$ cat config.mk
export PLATFORM = sky130hd
export DESIGN_NAME = la_capture_engine
export DESIGN_NICKNAME = d
export VERILOG_FILES = /design/src/rtl/la_capture_engine_pkg.sv /design/src/rtl/la_capture_engine.sv
export SDC_FILE = /design/constraint.sdc
export NUM_CORES = 1
export LEC_CHECK = 0
export CORE_MARGIN = 1.5
export CORE_UTILIZATION = 35
export DETAILED_ROUTE_END_ITERATION = 10
export SYNTH_ARGS = -nofsm -noshare
export SYNTH_HDL_FRONTEND = slang
export SYNTH_SLANG_ARGS = --single-unit
$ cat constraint.sdc
create_clock -name clk -period 5.9 [get_ports clk]
set_clock_uncertainty 0.1 [all_clocks]
set_input_delay 1.77 -clock clk [delete_from_list [all_inputs] [get_ports clk]]
set_output_delay 1.77 -clock clk [all_outputs]
set_load 0.01 [all_outputs]
$ cat src/rtl/la_capture_engine_pkg.sv
// Shared logic-analyzer definitions: capture FSM state encodings
// decoded identically by the engine, host readout and playback.
package la_capture_engine_pkg;

  typedef enum logic [2:0] {
    ST_IDLE             = 3'd0,
    ST_MOVE_TO_POSITION = 3'd1,
    ST_IN_POSITION      = 3'd2,
    ST_CAPTURING        = 3'd3,
    ST_CAPTURED         = 3'd4
  } la_state_t;

  function automatic logic is_writing(input la_state_t s);
    return (s == ST_MOVE_TO_POSITION) ||
           (s == ST_IN_POSITION) ||
           (s == ST_CAPTURING);
  endfunction

endpackage

$ cat src/rtl/la_capture_engine.sv
// Logic-analyzer capture engine: circular pre-trigger buffering
// into external sample memory, then a fixed post-trigger run.
module la_capture_engine
  import la_capture_engine_pkg::*;
#(
  parameter int SAMPLE_DEPTH      = 4096,
  parameter int TOTAL_PROBE_WIDTH = 7,
  parameter int TRIGGER_LOC       = 0,
  localparam int AW = $clog2(SAMPLE_DEPTH)
) (
  input  logic                         clk,
  input  logic                         rst,
  input  logic [TOTAL_PROBE_WIDTH-1:0] probes,
  input  logic                         trig,
  input  logic                         request_start,
  input  logic                         request_stop,
  output logic [2:0]                   state,
  output logic                         bram_we,
  output logic [AW-1:0]                bram_addr,
  output logic [TOTAL_PROBE_WIDTH-1:0] bram_din,
  output logic [AW-1:0]                read_pointer,
  output logic                         done
);

  localparam int CW = AW + 1;
  localparam logic [CW-1:0] PRE  = CW'(TRIGGER_LOC);
  localparam logic [CW-1:0] POST = CW'(SAMPLE_DEPTH - TRIGGER_LOC);

  la_state_t     st;
  logic [AW-1:0] wp;
  logic [CW-1:0] cnt;
  logic          writing;

  assign writing = is_writing(st);
  assign state   = st;
  assign done    = (st == ST_CAPTURED);

  always_ff @(posedge clk) begin
    if (rst || request_stop) begin
      st           <= ST_IDLE;
      wp           <= '0;
      cnt          <= '0;
      bram_we      <= 1'b0;
      bram_addr    <= '0;
      bram_din     <= '0;
      read_pointer <= '0;
    end else begin
      bram_we <= writing;
      if (writing) begin
        bram_addr <= wp;
        bram_din  <= probes;
        wp        <= wp + AW'(1);
      end
      unique case (st)
        ST_IDLE, ST_CAPTURED: begin
          if (request_start) begin
            st           <= (TRIGGER_LOC == 0) ?
                            ST_IN_POSITION : ST_MOVE_TO_POSITION;
            wp           <= '0;
            cnt          <= '0;
            read_pointer <= '0;
          end
        end
        ST_MOVE_TO_POSITION: begin
          cnt <= cnt + CW'(1);
          if (cnt == PRE - CW'(1)) begin
            st  <= ST_IN_POSITION;
            cnt <= '0;
          end
        end
        ST_IN_POSITION: begin
          if (trig) begin
            cnt <= CW'(1);
            // oldest sample sits right after the last write
            if (POST == CW'(1)) begin
              st           <= ST_CAPTURED;
              read_pointer <= wp + AW'(1);
            end else begin
              st <= ST_CAPTURING;
            end
          end
        end
        ST_CAPTURING: begin
          cnt <= cnt + CW'(1);
          if (cnt == POST - CW'(1)) begin
            st           <= ST_CAPTURED;
            read_pointer <= wp + AW'(1);
            cnt          <= '0;
          end
        end
        default: st <= ST_IDLE;
      endcase
    end
  end

endmodule

==> summary.txt <==
Clock network
  • CTS Sinks: 60
  • Resized cells post-CTS: 0
  • Hold buffers post-CTS: 0
  • CTS Buf Count: 9
  • Clk slew on worst S/H paths: 70 ps
  • CTS tree: yes
  • Clock Tree Buf Depth: 2
  • Worst-skew pair later-pin latency: 340 ps
  • H-tree levels: 3
  • Setup bufs post-CTS: 0
  • CTS root buffer: clkbuf_8

Synth
  • FF+latch count, synth: 60
  • Mapped Cells: 331
  • Asr flop ratio synth: 0%
  • Count leader, synth: dfxtp_1
  • Ranking of synthesized cells by area: dfxtp_1, a21oi_1, nand2_1, xnor2_1, nand4_1
  • Post-Synth Simple-Gate Area: 26.4%
  • Avg Inst Size Synth: 8.18 µm²
  • Multiplexer area fraction after synthesis: 0.370%
  • Syn. warnings: 0
  • Cell type with the largest total area after synthesis: dfxtp_1
  • Syn Nets: 345
  • Commonest cells post-synth: dfxtp_1, nand2_1, a21oi_1, clkbuf_1, nand3_1
  • Yosys top cell area share: 44.4%
  • Largest family of logic cells by synthesized area: simple AND/OR/NAND/NOR gates
  • Netlist cell types: 48
  • Most common flop cell mapped by yosys: dfxtp_1
  • Number of synthesized flops with an enable pin: 0
  • Synthesized area: 2710 µm²
  • Xor/xnor cell area share of the yosys netlist: 5.83%
  • Sequential cell area fraction in the yosys report: 44.4%
  • Post-synthesis compound-gate area fraction: 17.3%
  • Synth Area in Adders: 0.925%

Cells and area
  • Post-layout util: 45.7%
  • Final instance area: 3360 µm²
  • Register area: 1200 µm²
  • Fillcell total: 728
  • Final Net Count: 374
  • Diode count: 0
  • Multi-input logic area: 1380 µm²
  • Fin cells: 463
  • Area Growth Syn to Fin: 24.3%
  • Share of cells above drive strength 1: 5.77%

STA
  • Final worst path period need: 3720 ps
  • Slack of the critical path: 2180 ps
  • Highest clock rate: 0.269 GHz
  • Rel. slew slack: 48.5%
  • Final hold violations: 0
  • Max-slew violations: 0
  • Total negative slack: 0 ps
  • Slew of the pin with the lowest slew margin: 762 ps
  • Period utilisation layout: 63.1%
  • Setup violators final: 0
  • RSZ-0062 raised after global routing: no

Setup path
  • Reg2Reg Depth: 4
  • Cell breakdown of the critical path: clkdlybuf4s50_1 -> or3b_1 -> o21a_4 -> or4_1 -> a31oi_1
  • Worst Path Required: 6070 ps
  • Cell at the slowest stage of the critical path: or3b_1
  • CP max stage delay: 630 ps
  • Critical path capture point type: flip-flop
  • Worst R2R Setup Slack: 3430 ps
  • Worst-path maximum fanout: 24
  • CP startpoint kind: primary input
  • Crit Path Class: in -> reg
  • CP bufs+invs: 1
  • Cell family with most CP delay: simple AND/OR/NAND/NOR gates
  • CP arrival: 3890 ps
  • Reg-to-reg endpoint: read_pointer[10]$_SDFFE_PP0P_
  • RR Startpoint: state[0]$_SDFFE_PP0P_

Floorplanning
  • Die Area: 8270 µm²
  • Die width: 90.9 µm
  • Initial Utilization: 36.7%
  • Core ar.: 7370 µm²
  • I/O pins: 48
  • Std cell rows: 31
  • Die H: 90.9 µm

Detailed routing
  • Initial drt markers: 169
  • Post-route ant nets: 0
  • WL final: 6.46 mm
  • Routed vias: 2470
  • Vias per cell: 5.33
  • Wire per inst: 14.0 µm
  • Total iterations of the first detailed-routing run: 4
  • Post-route DRC violation count: 0

Pwr
  • Pint: 594 µW
  • P_leak: 0.998 nW
  • PwrDens: 234 nW/µm²
  • Clock share of power: 42.3%
  • Sequential share of power: 52.1%
  • Worst vdd ir: 0.107 mV
  • Sw Ratio: 24.4%
  • Psw: 192 µW
  • Logic pwr share: 5.6%

Status
  • Outcome: finished clean

Global routing
  • Vias in the first global route: 2216
  • Largest net degree at the start of global routing: 39
  • Initial antenna violation count: 0
  • Total track usage: 16.0%
  • First-pass GRT wire length: 10.9 mm
  • Remaining Overflow, GRT: 0

Worst hold path
  • Worst hold-check path type: reg -> reg
  • HP Start: bram_din[3]$_SDFFE_PP0N_
  • WHS Endpoint: bram_din[3]$_SDFFE_PP0N_
  • Hold Path Depth: 2

Placement
  • I/O Buffers: 47
  • Post-DP HPWL: 4.28 mm
  • Routability congestion estimate: 0.795
  • Worst slack at placement: 1870 ps
  • Placed Cells: 448
  • Post-DP Area: 3190 µm²

Flow run
  • Maxcap violations: 0
-- cell type report --
type	count	area share [%]
multi-input cells	239	40.9
flip-flops and latches	60	35.7
repair buffers	48	14.2
clock buffers	11	4.50
well taps	99	3.68
clock inverters	4	0.744
inverters	2	0.223
-- through the flow --
| step | power, mW | hold slack [ps] |
|---|---|---|
| floorplan | 0.447 | 348 |
| global placement | 0.463 | 344 |
| detailed placement | 0.463 | 348 |
| CTS | 0.793 | 358 |
| global route | 0.815 | 375 |
| finish | 0.786 | 355 |
-- worst max-delay path by stage --
stage	startpoint	to	slack [ps]	depth (start not counted)
finish	request_start	cnt[3]$_SDFFE_PP0P_	2180	5
global route	request_start	cnt[6]$_SDFFE_PP0P_	2070	5
CTS	request_start	cnt[3]$_SDFFE_PP0P_	2200	5
detailed placement	request_start	cnt[3]$_SDFFE_PP0P_	1870	5
floorplan	request_start	cnt[3]$_SDFFE_PP0P_	2720	5
global placement	request_start	cnt[3]$_SDFFE_PP0P_	1870	5
-- flip-flops by register name, indices dropped and copies added, names as in the netlist --
signal	flops
bram_addr	12
bram_din	7
bram_we	1
cnt	13
read_pointer	12
state	3
wp	12
-- worst register-to-register path, stage by stage (launching register included) --
cell and delay (ps):
dfxtp_1 650, nor4bb_1 450, nand4_1 480, and2_1 410, a32o_1 270
-- per-layer routing --
metal | global-route usage [%] | vias up | part of all wire [%]
met5 | 0 | - | 0
met4 | 6.64 | 0 | 1.6
met3 | 3.02 | 9 | 3.3
met2 | 23.6 | 55 | 45
met1 | 22.7 | 1166 | 50
li1 | - | 1240 | -
-- power by group through the flow --
| stage | registers, mW | logic, mW | clock network, mW |
|---|---|---|---|
| floorplan | 0.418 | 0.0287 | 0 |
| global placement | 0.419 | 0.0439 | 0 |
| detailed placement | 0.419 | 0.0439 | 0 |
| CTS | 0.410 | 0.0443 | 0.339 |
| global route | 0.410 | 0.0485 | 0.357 |
| finish | 0.410 | 0.0442 | 0.332 |
-- cell usage in the layout (no fill, tap or decap), types with 3 or more instances in the layout --
master / instances
a21oi_1: 45
and4_1: 3
clkbuf_8: 11
clkdlybuf4s50_1: 47
dfxtp_1: 60
nand2_1: 50
nand2b_1: 3
nand3_1: 18
nand4_1: 15
nor2_1: 16
nor3_1: 6
o21ai_0: 9
o31ai_1: 6
or3_1: 7
or4_1: 8
xnor2_1: 12
xor2_1: 6
-- cell families after synthesis --
logic type | count (synthesis)
adders and majority gates | 2
AOI/OAI and AO/OA | 78
xor gates and xnor gates | 18
muxes | 1
DFF | 60
and+or+nand+nor | 140
buffers and inverters | 32
Power figures use the tool's default switching activity.
